## src/rtl/systolic_pe_acc.sv

```systemverilog
// systolic_pe_acc: one processing element of a systolic array.
// Each valid beat does one multiply-accumulate and forwards its operands to the
// right and down neighbours. Products are grouped into tiles of k_len beats.
// A tile can start from a bias value, can saturate or wrap on overflow, and
// keeps a sticky overflow flag. Tiles can run back-to-back. Global stall and
// flush let the array controller freeze or abort every PE in lockstep.
//
// Ports:
//   clk_i, rst_i            clock, synchronous active-high reset
//   stall_i, flush_i        global freeze / abort current tile
//   valid_i, a_i, b_i       operand beat
//   k_len_i, bias_en_i, c_i,
//   signed_i, sat_en_i      tile configuration, sampled on the first beat
//   a_o, b_o, valid_o       registered pass-through to the neighbours
//   res_o, ovf_o            last completed tile result and its overflow flag
//   res_valid_o             one-cycle pulse when res_o updates
//   busy_o                  a tile is in progress
module systolic_pe_acc #(
    parameter int unsigned DATA_WIDTH = 32,
    parameter int unsigned ACC_WIDTH  = 64,
    parameter int unsigned K_MAX      = 16,
    parameter int unsigned CNT_W      = $clog2(K_MAX + 1)
) (
    input  logic                  clk_i,
    input  logic                  rst_i,
    input  logic                  stall_i,
    input  logic                  flush_i,
    input  logic                  valid_i,
    input  logic [DATA_WIDTH-1:0] a_i,
    input  logic [DATA_WIDTH-1:0] b_i,
    input  logic [CNT_W-1:0]      k_len_i,
    input  logic                  bias_en_i,
    input  logic [ACC_WIDTH-1:0]  c_i,
    input  logic                  signed_i,
    input  logic                  sat_en_i,
    output logic [DATA_WIDTH-1:0] a_o,
    output logic [DATA_WIDTH-1:0] b_o,
    output logic                  valid_o,
    output logic [ACC_WIDTH-1:0]  res_o,
    output logic                  res_valid_o,
    output logic                  ovf_o,
    output logic                  busy_o
);

    localparam int unsigned PROD_W = 2 * DATA_WIDTH;
    localparam int unsigned MSB    = ACC_WIDTH - 1;

    typedef enum logic {
        ST_IDLE = 1'b0,
        ST_ACC  = 1'b1
    } state_t;

    state_t state_q, state_d;

    logic [ACC_WIDTH-1:0] acc_q;
    logic [CNT_W-1:0]     cnt_q;
    logic [CNT_W-1:0]     keff_q;
    logic                 cfg_signed_q;
    logic                 cfg_sat_q;
    logic                 tile_ovf_q;

    logic                 beat;
    logic                 in_idle;
    logic [CNT_W-1:0]     k_clip;
    logic [CNT_W-1:0]     k_in;
    logic [CNT_W-1:0]     keff_cur;
    logic [CNT_W-1:0]     cnt_cur;
    logic                 sgn_cur;
    logic                 sat_cur;
    logic [ACC_WIDTH-1:0] base;
    logic                 ovf_in;
    logic [PROD_W-1:0]    a_x;
    logic [PROD_W-1:0]    b_x;
    logic [PROD_W-1:0]    prod;
    logic [ACC_WIDTH-1:0] prod_ext;
    logic [ACC_WIDTH:0]   sum_full;
    logic [ACC_WIDTH-1:0] sum;
    logic                 ovf_beat;
    logic [ACC_WIDTH-1:0] acc_next;
    logic                 flag_next;
    logic                 last_beat;

    // State register; busy mirrors the state it is entering.
    always_ff @(posedge clk_i) begin
        if (rst_i) begin
            state_q <= ST_IDLE;
            busy_o  <= 1'b0;
        end else begin
            state_q <= state_d;
            busy_o  <= (state_d == ST_ACC);
        end
    end

    // Next-state logic: flush aborts, a last beat closes the tile.
    always_comb begin
        state_d = state_q;
        if (flush_i) begin
            state_d = ST_IDLE;
        end else if (beat) begin
            state_d = last_beat ? ST_IDLE : ST_ACC;
        end
    end

    // MAC datapath: in IDLE the tile config comes straight from the inputs.
    always_comb begin
        beat     = valid_i & ~stall_i & ~flush_i;
        in_idle  = (state_q == ST_IDLE);
        k_clip   = (k_len_i > CNT_W'(K_MAX)) ? CNT_W'(K_MAX) : k_len_i;
        k_in     = (k_clip == '0) ? CNT_W'(1) : k_clip;
        keff_cur = in_idle ? k_in : keff_q;
        cnt_cur  = in_idle ? '0 : cnt_q;
        sgn_cur  = in_idle ? signed_i : cfg_signed_q;
        sat_cur  = in_idle ? sat_en_i : cfg_sat_q;
        base     = in_idle ? (bias_en_i ? c_i : '0) : acc_q;
        ovf_in   = in_idle ? 1'b0 : tile_ovf_q;

        // Sign/zero-extended operands let one unsigned multiplier serve both modes.
        a_x      = {{DATA_WIDTH{sgn_cur & a_i[DATA_WIDTH-1]}}, a_i};
        b_x      = {{DATA_WIDTH{sgn_cur & b_i[DATA_WIDTH-1]}}, b_i};
        prod     = a_x * b_x;
        prod_ext = sgn_cur ? ACC_WIDTH'($signed(prod)) : ACC_WIDTH'(prod);

        sum_full = {1'b0, base} + {1'b0, prod_ext};
        sum      = sum_full[MSB:0];
        ovf_beat = sgn_cur ? ((base[MSB] == prod_ext[MSB]) && (sum[MSB] != base[MSB]))
                           : sum_full[ACC_WIDTH];

        acc_next = sum;
        if (ovf_beat && sat_cur) begin
            if (sgn_cur) begin
                acc_next = prod_ext[MSB] ? {1'b1, {(ACC_WIDTH-1){1'b0}}}
                                         : {1'b0, {(ACC_WIDTH-1){1'b1}}};
            end else begin
                acc_next = '1;
            end
        end
        flag_next = ovf_in | ovf_beat;
        last_beat = beat & (cnt_cur == keff_cur - CNT_W'(1));
    end

    // Datapath, result and pass-through registers.
    always_ff @(posedge clk_i) begin
        if (rst_i) begin
            a_o          <= '0;
            b_o          <= '0;
            valid_o      <= 1'b0;
            res_o        <= '0;
            res_valid_o  <= 1'b0;
            ovf_o        <= 1'b0;
            acc_q        <= '0;
            cnt_q        <= '0;
            keff_q       <= CNT_W'(1);
            cfg_signed_q <= 1'b0;
            cfg_sat_q    <= 1'b0;
            tile_ovf_q   <= 1'b0;
        end else begin
            // Pass-through ignores flush and only obeys stall.
            if (!stall_i) begin
                a_o     <= a_i;
                b_o     <= b_i;
                valid_o <= valid_i;
            end
            if (flush_i) begin
                acc_q       <= '0;
                cnt_q       <= '0;
                tile_ovf_q  <= 1'b0;
                res_valid_o <= 1'b0;
            end else if (!stall_i) begin
                res_valid_o <= last_beat;
                if (beat) begin
                    if (in_idle) begin
                        keff_q       <= k_in;
                        cfg_signed_q <= signed_i;
                        cfg_sat_q    <= sat_en_i;
                    end
                    if (last_beat) begin
                        res_o      <= acc_next;
                        ovf_o      <= flag_next;
                        acc_q      <= '0;
                        cnt_q      <= '0;
                        tile_ovf_q <= 1'b0;
                    end else begin
                        acc_q      <= acc_next;
                        cnt_q      <= cnt_cur + CNT_W'(1);
                        tile_ovf_q <= flag_next;
                    end
                end
            end
        end
    end

endmodule
```

## config.mk

```make
export PLATFORM = sky130hd
export DESIGN_NAME = systolic_pe_acc
export DESIGN_NICKNAME = d
export VERILOG_FILES = /design/src/rtl/systolic_pe_acc.sv
export SDC_FILE = /design/constraint.sdc
export NUM_CORES = 2
export LEC_CHECK = 0
export CAP_MARGIN = 20
export CELL_PAD_IN_SITES_DETAIL_PLACEMENT = 0
export CELL_PAD_IN_SITES_GLOBAL_PLACEMENT = 1
export CORE_ASPECT_RATIO = 0.6
export CORE_MARGIN = 2
export CORE_UTILIZATION = 53
export DETAILED_ROUTE_END_ITERATION = 7
export PLACE_DENSITY_LB_ADDON = 0.2
export SYNTH_ARGS = -nofsm -noshare
export SYNTH_HDL_FRONTEND = slang
export SYNTH_SLANG_ARGS = --single-unit
```

## constraint.sdc

```tcl
create_clock -name clk_i -period 33 [get_ports clk_i]
set_input_delay 6.6 -clock clk_i [delete_from_list [all_inputs] [get_ports clk_i]]
set_output_delay 6.6 -clock clk_i [all_outputs]
set_load 0.02 [all_outputs]
```

# Word level (Yosys, flattened, before mapping)
# Cells that the tools add are included.
[totals]
elab_cells = 53
inputBits = 141
ff_bits = 209
output_inout_bits = 132
[op_classes]
n_mul = 1
muxes = 17
eq_ne = 3
n_reduce_logical = 7
bitwise = 8
n_addsub = 3
order_cmp = 1
[ops]
columns = ["cell", "count"]
rows = [
  ["$mux 64", 6],
  ["$add 64x64->65", 1],
  ["$mul 33x33->64", 1],
  ["$mux 5", 5],
  ["$mux 1", 6],
  ["$add 5x1->5 const B", 1],
  ["$and 1x1->1", 5],
  ["$eq 5x5->1", 1],
  ["$gt 5x5->1 const B", 1],
  ["$logic_not 5->1", 1],
  ["$sub 5x1->5 const B", 1],
  ["$reduce_and 4->1", 1],
  ["$reduce_and 3->1", 1],
  ["$logic_and 1x1->1", 2],
  ["$not 1->1", 2],
  ["$reduce_and 2->1", 1],
  ["$reduce_or 2->1", 1],
  ["$eq 1x1->1", 1],
  ["$ne 1x1->1", 1],
  ["$or 1x1->1", 1],
]

# Longest topological paths before layout
[logic_depth]
word_depth = 10
ltp_mapped = 49
mapped_depth_nobuf = 42

# Worst setup path after synthesis
# No wires, ideal clock.
[synth_timing]
path_kind = "in2reg"
startpoint = "in signed_i"
endpoint = "reg res_o[10]"
arrival_ns = 16.712
stages = 39
path_buffers = 4
setup_time_ns = 0.122
slack_ns = 16.166
t_required_ns = 32.878
path_cell_list = "mux2_2 and2_1 clkbuf_1 nand2_1 inv_1 fa_1 fa_1 fa_1 fa_1 inv_1 fa_1 fa_1 fa_1 fa_1 inv_1 ha_1 and3_1 o21ai_0 (+3 left out) a221oi_2 o21bai_1 a21oi_1 xnor2_1 ha_1 clkbuf_1 a21o_1 a21oi_1 o2111ai_1 o211a_1 mux2i_1 nor4b_4 a21oi_4 a21boi_2 nor3b_2 buf_4 buf_6 a221o_1"
[synth_between]
elab_chain_cells = 9
word_cells_on_any_way = 13
cone_classes = "add/sub (1); mul (1); eq/ne (2); mux (5); bitwise (2); reduce/logical (2)"
[synth_lines]
columns = ["element", "line", "rtl"]
rows = [
  ["start: declaration", "34", "input logic signed_i,"],
  ["$mux 1 *", "--", ""],
  ["$and 1x1->1, on equally long branches", "118, 119", ""],
  ["$mul 33x33->64", "120", "prod = a_x * b_x;"],
  ["$add 64x64->65", "123", "sum_full = {1'b0, base} + {1'b0, prod_ext};"],
  ["$ne 1x1->1", "125", "ovf_beat = sgn_cur ? ((base[MSB] == prod_ext[MSB]) && (sum[MSB] != base[MSB]))"],
  ["$logic_and 1x1->1", "125", ""],
  ["$mux 1", "125", ""],
  ["$logic_and 1x1->1", "129", "if (ovf_beat && sat_cur) begin"],
  ["$mux 64 *", "129", ""],
  ["end signal: assignment", "177", "res_o <= acc_next;"],
  ["end: declaration", "39", "output logic [ACC_WIDTH-1:0] res_o,"],
]
# Every way passes the cells marked *; elsewhere a longest branch is shown, timed or not.
# A chain may end at the register's enable or synchronous reset.

# Worst setup path after layout
[layout_timing]
startpoint = "in signed_i"
endpoint = "reg acc_q[19]"
[layout_between]
elab_chain_cells = 10
word_cells_on_any_way = 14
cone_classes = "add/sub (1); mul (1); eq/ne (2); mux (6); bitwise (2); reduce/logical (2)"
[layout_lines]
columns = ["element", "line", "rtl"]
rows = [
  ["$mux 1 *", "--", ""],
  ["$and 1x1->1, on equally long branches", "118, 119", ""],
  ["$mul 33x33->64", "120", ""],
  ["$add 64x64->65", "123", ""],
  ["$ne 1x1->1", "125", ""],
  ["$logic_and 1x1->1", "125", ""],
  ["$mux 1", "125", ""],
  ["$logic_and 1x1->1", "129", ""],
  ["$mux 64 *", "129", ""],
  ["$mux 64 *", "176", "if (last_beat) begin"],
  ["end signal: assignment", "183", "acc_q <= acc_next;"],
  ["end: declaration", "55", "logic [ACC_WIDTH-1:0] acc_q;"],
]
# Marked as above.

==> metrics.txt <==
Layout Area Growth over Synthesis=8.88%; Max clock buf depth=3; die footprint=95900 sq um; Setup Fix Bufs, Post-CTS=0; fin nets=7068; synth warn=0; Buffers on Ports=272; R2R setup slack=19350 ps; CTS tree=yes; post-synthesis sequential area ratio=8.46%; synth unique cells=85; layout cell share with drive strength beyond 1=3.52%; Max transition margin=8.33%; Die Height=241 um; CTS Root Cell=clkbuf_16; max cap viols=0; setup repair after global routing missed its margin=false; Post-synth EDFFs=0; initial antenna violation count=6; first drt pass iteration count=6; DR iter-0 viols=3896; final period utilization=59.2%; Syn Inst Count=5477; final slew viol count=0; synthesis-stage register bit count=209; Peak Freq=0.0512 GHz; critical path's largest stage delay=640 ps; # IOs=273; Tot GR Track Use=34.4%; Clock transition at path regs=60 ps; row cnt=86; Synthesized Nets=7022; Final Critical Period=19530 ps; Reg2Reg Depth=36; Storage cell area=4190 sq um; CP max FO=51; Remaining DRCs=0; Req. time, crit path=33500 ps; crit end category=flop; GPL Wtd Cong=0.946; final hold violation count=0; most frequent CP cell=fa_1; Resized cells post-CTS=0; synthesized area=49500 sq um; worst hold start=tile_ovf_q$_SDFFE_PP0P_; HPWL Detailed=125000 um; total gr overflow=0; Hold Path Class=reg -> reg; reg2reg end=acc_q[19]$_SDFFE_PP0P_; final clock skew=33.0 ps; fillcell total=8307; startpoint types=input pin; largest net degree at the start of global routing=70; Num Clock Sinks=209; cts hold-fix bufs=0; Hold EP=tile_ovf_q$_SDFFE_PP0P_; kind of critical path=in -> reg; first-pass GRT wire length=247000 um; Num CTS Buffers=23; Initial Util=53.7%; Die X=398 um; H-tree depth=1; Setup Viol. Count Final=0; CP max-delay cell=mux2_2; Via density=5.68; WL final=159000 um; status=finished, final reports clean; setup TNS=0 ps; FFs w/ async S/R, synth=0%; multi-input combinational cell area=39600 sq um; Tightest Pin Transition=1370 ps; drt wl/cell=23.5 um; hold path depth=2; Synth Flop Type=dfxtp_1; reg2reg start=state_q$_SDFFE_PP0P_; Synth Area per Inst=9.03 sq um; Clock Latency Late Sink=590 ps; via count=38433; Final ANT Viol Nets=0; vias in the first global route=39799; CORE AREA=92100 sq um; Critical Path AT=20030 ps
## registers in the layout, indices dropped and copies added, names as in the netlist
signal / cells
a_o: 32
acc_q: 64
b_o: 32
cfg_sat_q: 1
cfg_signed_q: 1
cnt_q: 5
keff_q: 5
ovf_o: 1
res_o: 64
res_valid_o: 1
state_q: 1
tile_ovf_q: 1
valid_o: 1
## final cells by class
cell class	instances	area share, %
tap	1232	2.86
clock buffer	27	1.17
clock inverter	14	0.358
multi-input combinational	3762	73.5
timing repair buffer	359	6.19
inverter	1168	8.14
antenna	1	0.00464
sequential	209	7.77
## cell usage after synthesis, drive strengths merged (14+ instances only)
cell,n,area share [%]
nand3,25,0.25
nor3,21,0.22
fa,1126,46
or2,24,0.30
buf,41,0.50
xnor2,96,1.7
inv,1168,8.9
mux2i,67,1.4
and2,273,3.5
nand2,872,6.6
a22o,64,1.1
a21oi,153,1.6
nor2b,16,0.20
a21o,69,1.0
a221o,120,2.4
xor2,49,0.87
and3,34,0.43
nand4,34,0.43
ha,278,7.0
dfxtp,209,8.5
o21ai,79,0.83
nor2,170,1.3
clkbuf,297,2.3
a31oi,17,0.21
o21bai,24,0.36
a211oi,17,0.26
o21a,14,0.21
## cells by family (layout without fill, tap and decap cells)
kind of cell | Yosys count | after routing | synth area share, %
buf+inv | 1506 | 1568 | 11.6
simple gates | 1504 | 1504 | 13.8
fa+ha+maj | 1404 | 1404 | 52.6
compound gates | 641 | 641 | 9.63
flops | 209 | 209 | 8.46
xor+xnor | 145 | 145 | 2.57
mux | 68 | 68 | 1.38
other cells | 0 | 1 | 0
## worst max-delay path: cells and delay by family
kind / cells / cell delay [ps]
buf+inv: 5 / 1820
xor+xnor: 1 / 160
mux: 1 / 640
compound gates: 14 / 3870
fa+ha+maj: 10 / 5030
simple gates: 6 / 1770
## routing by layer
metal  vias up  track usage [%]  part of all wire [%]
li1      16762                -                     -
met1     19688             52.6                    45
met2      1811             47.9                    40
met3       172             10.4                    12
met4         0             7.55                   2.5
met5         -                0                     0
## cell usage in the layout, fill, tap and decap left out, drive strengths merged, types with 49 or more instances in the layout
| cell type | n |
|---|---|
| mux2i | 67 |
| nand2 | 872 |
| clkdlybuf4s50 | 263 |
| a221o | 120 |
| a21o | 69 |
| a22o | 64 |
| nor2 | 170 |
| a21oi | 153 |
| and2 | 273 |
| o21ai | 79 |
| xnor2 | 96 |
| xor2 | 49 |
| ha | 278 |
| dfxtp | 209 |
| buf | 96 |
| inv | 1172 |
| fa | 1126 |
## through the flow
stage | instances | area, sq um | util [%] | worst slack (ps) | hold slack, ps
after floorplan | 5477 | 49500 | - | 16170 | 425
after global placement | 6730 | 53000 | 57.6 | 13540 | 437
after global routing | 6771 | 53900 | 58.5 | 12590 | 484
final | 6772 | 53900 | 58.5 | 13470 | 462
after CTS | 6771 | 53900 | 58.5 | 13820 | 460
after detailed placement | 6730 | 53000 | 57.6 | 13250 | 445
## worst max-delay path by stage
stage          startpoint                      to  slack [ps]  cells after the start
6_report         signed_i  acc_q[19]$_SDFFE_PP0P_       13470                     37
5_1_grt          signed_i  acc_q[14]$_SDFFE_PP0P_       12590                     37
4_1_cts          signed_i  acc_q[21]$_SDFFE_PP0P_       13820                     37
3_5_place_dp     signed_i  acc_q[19]$_SDFFE_PP0P_       13250                     37
3_3_place_gp     signed_i  acc_q[21]$_SDFFE_PP0P_       13540                     39
2_1_floorplan    signed_i  res_o[10]$_SDFFE_PP0P_       16170                     39
Power is not shown: default switching activity piles up to over one toggle a cycle in this logic, so the estimate is an artifact.
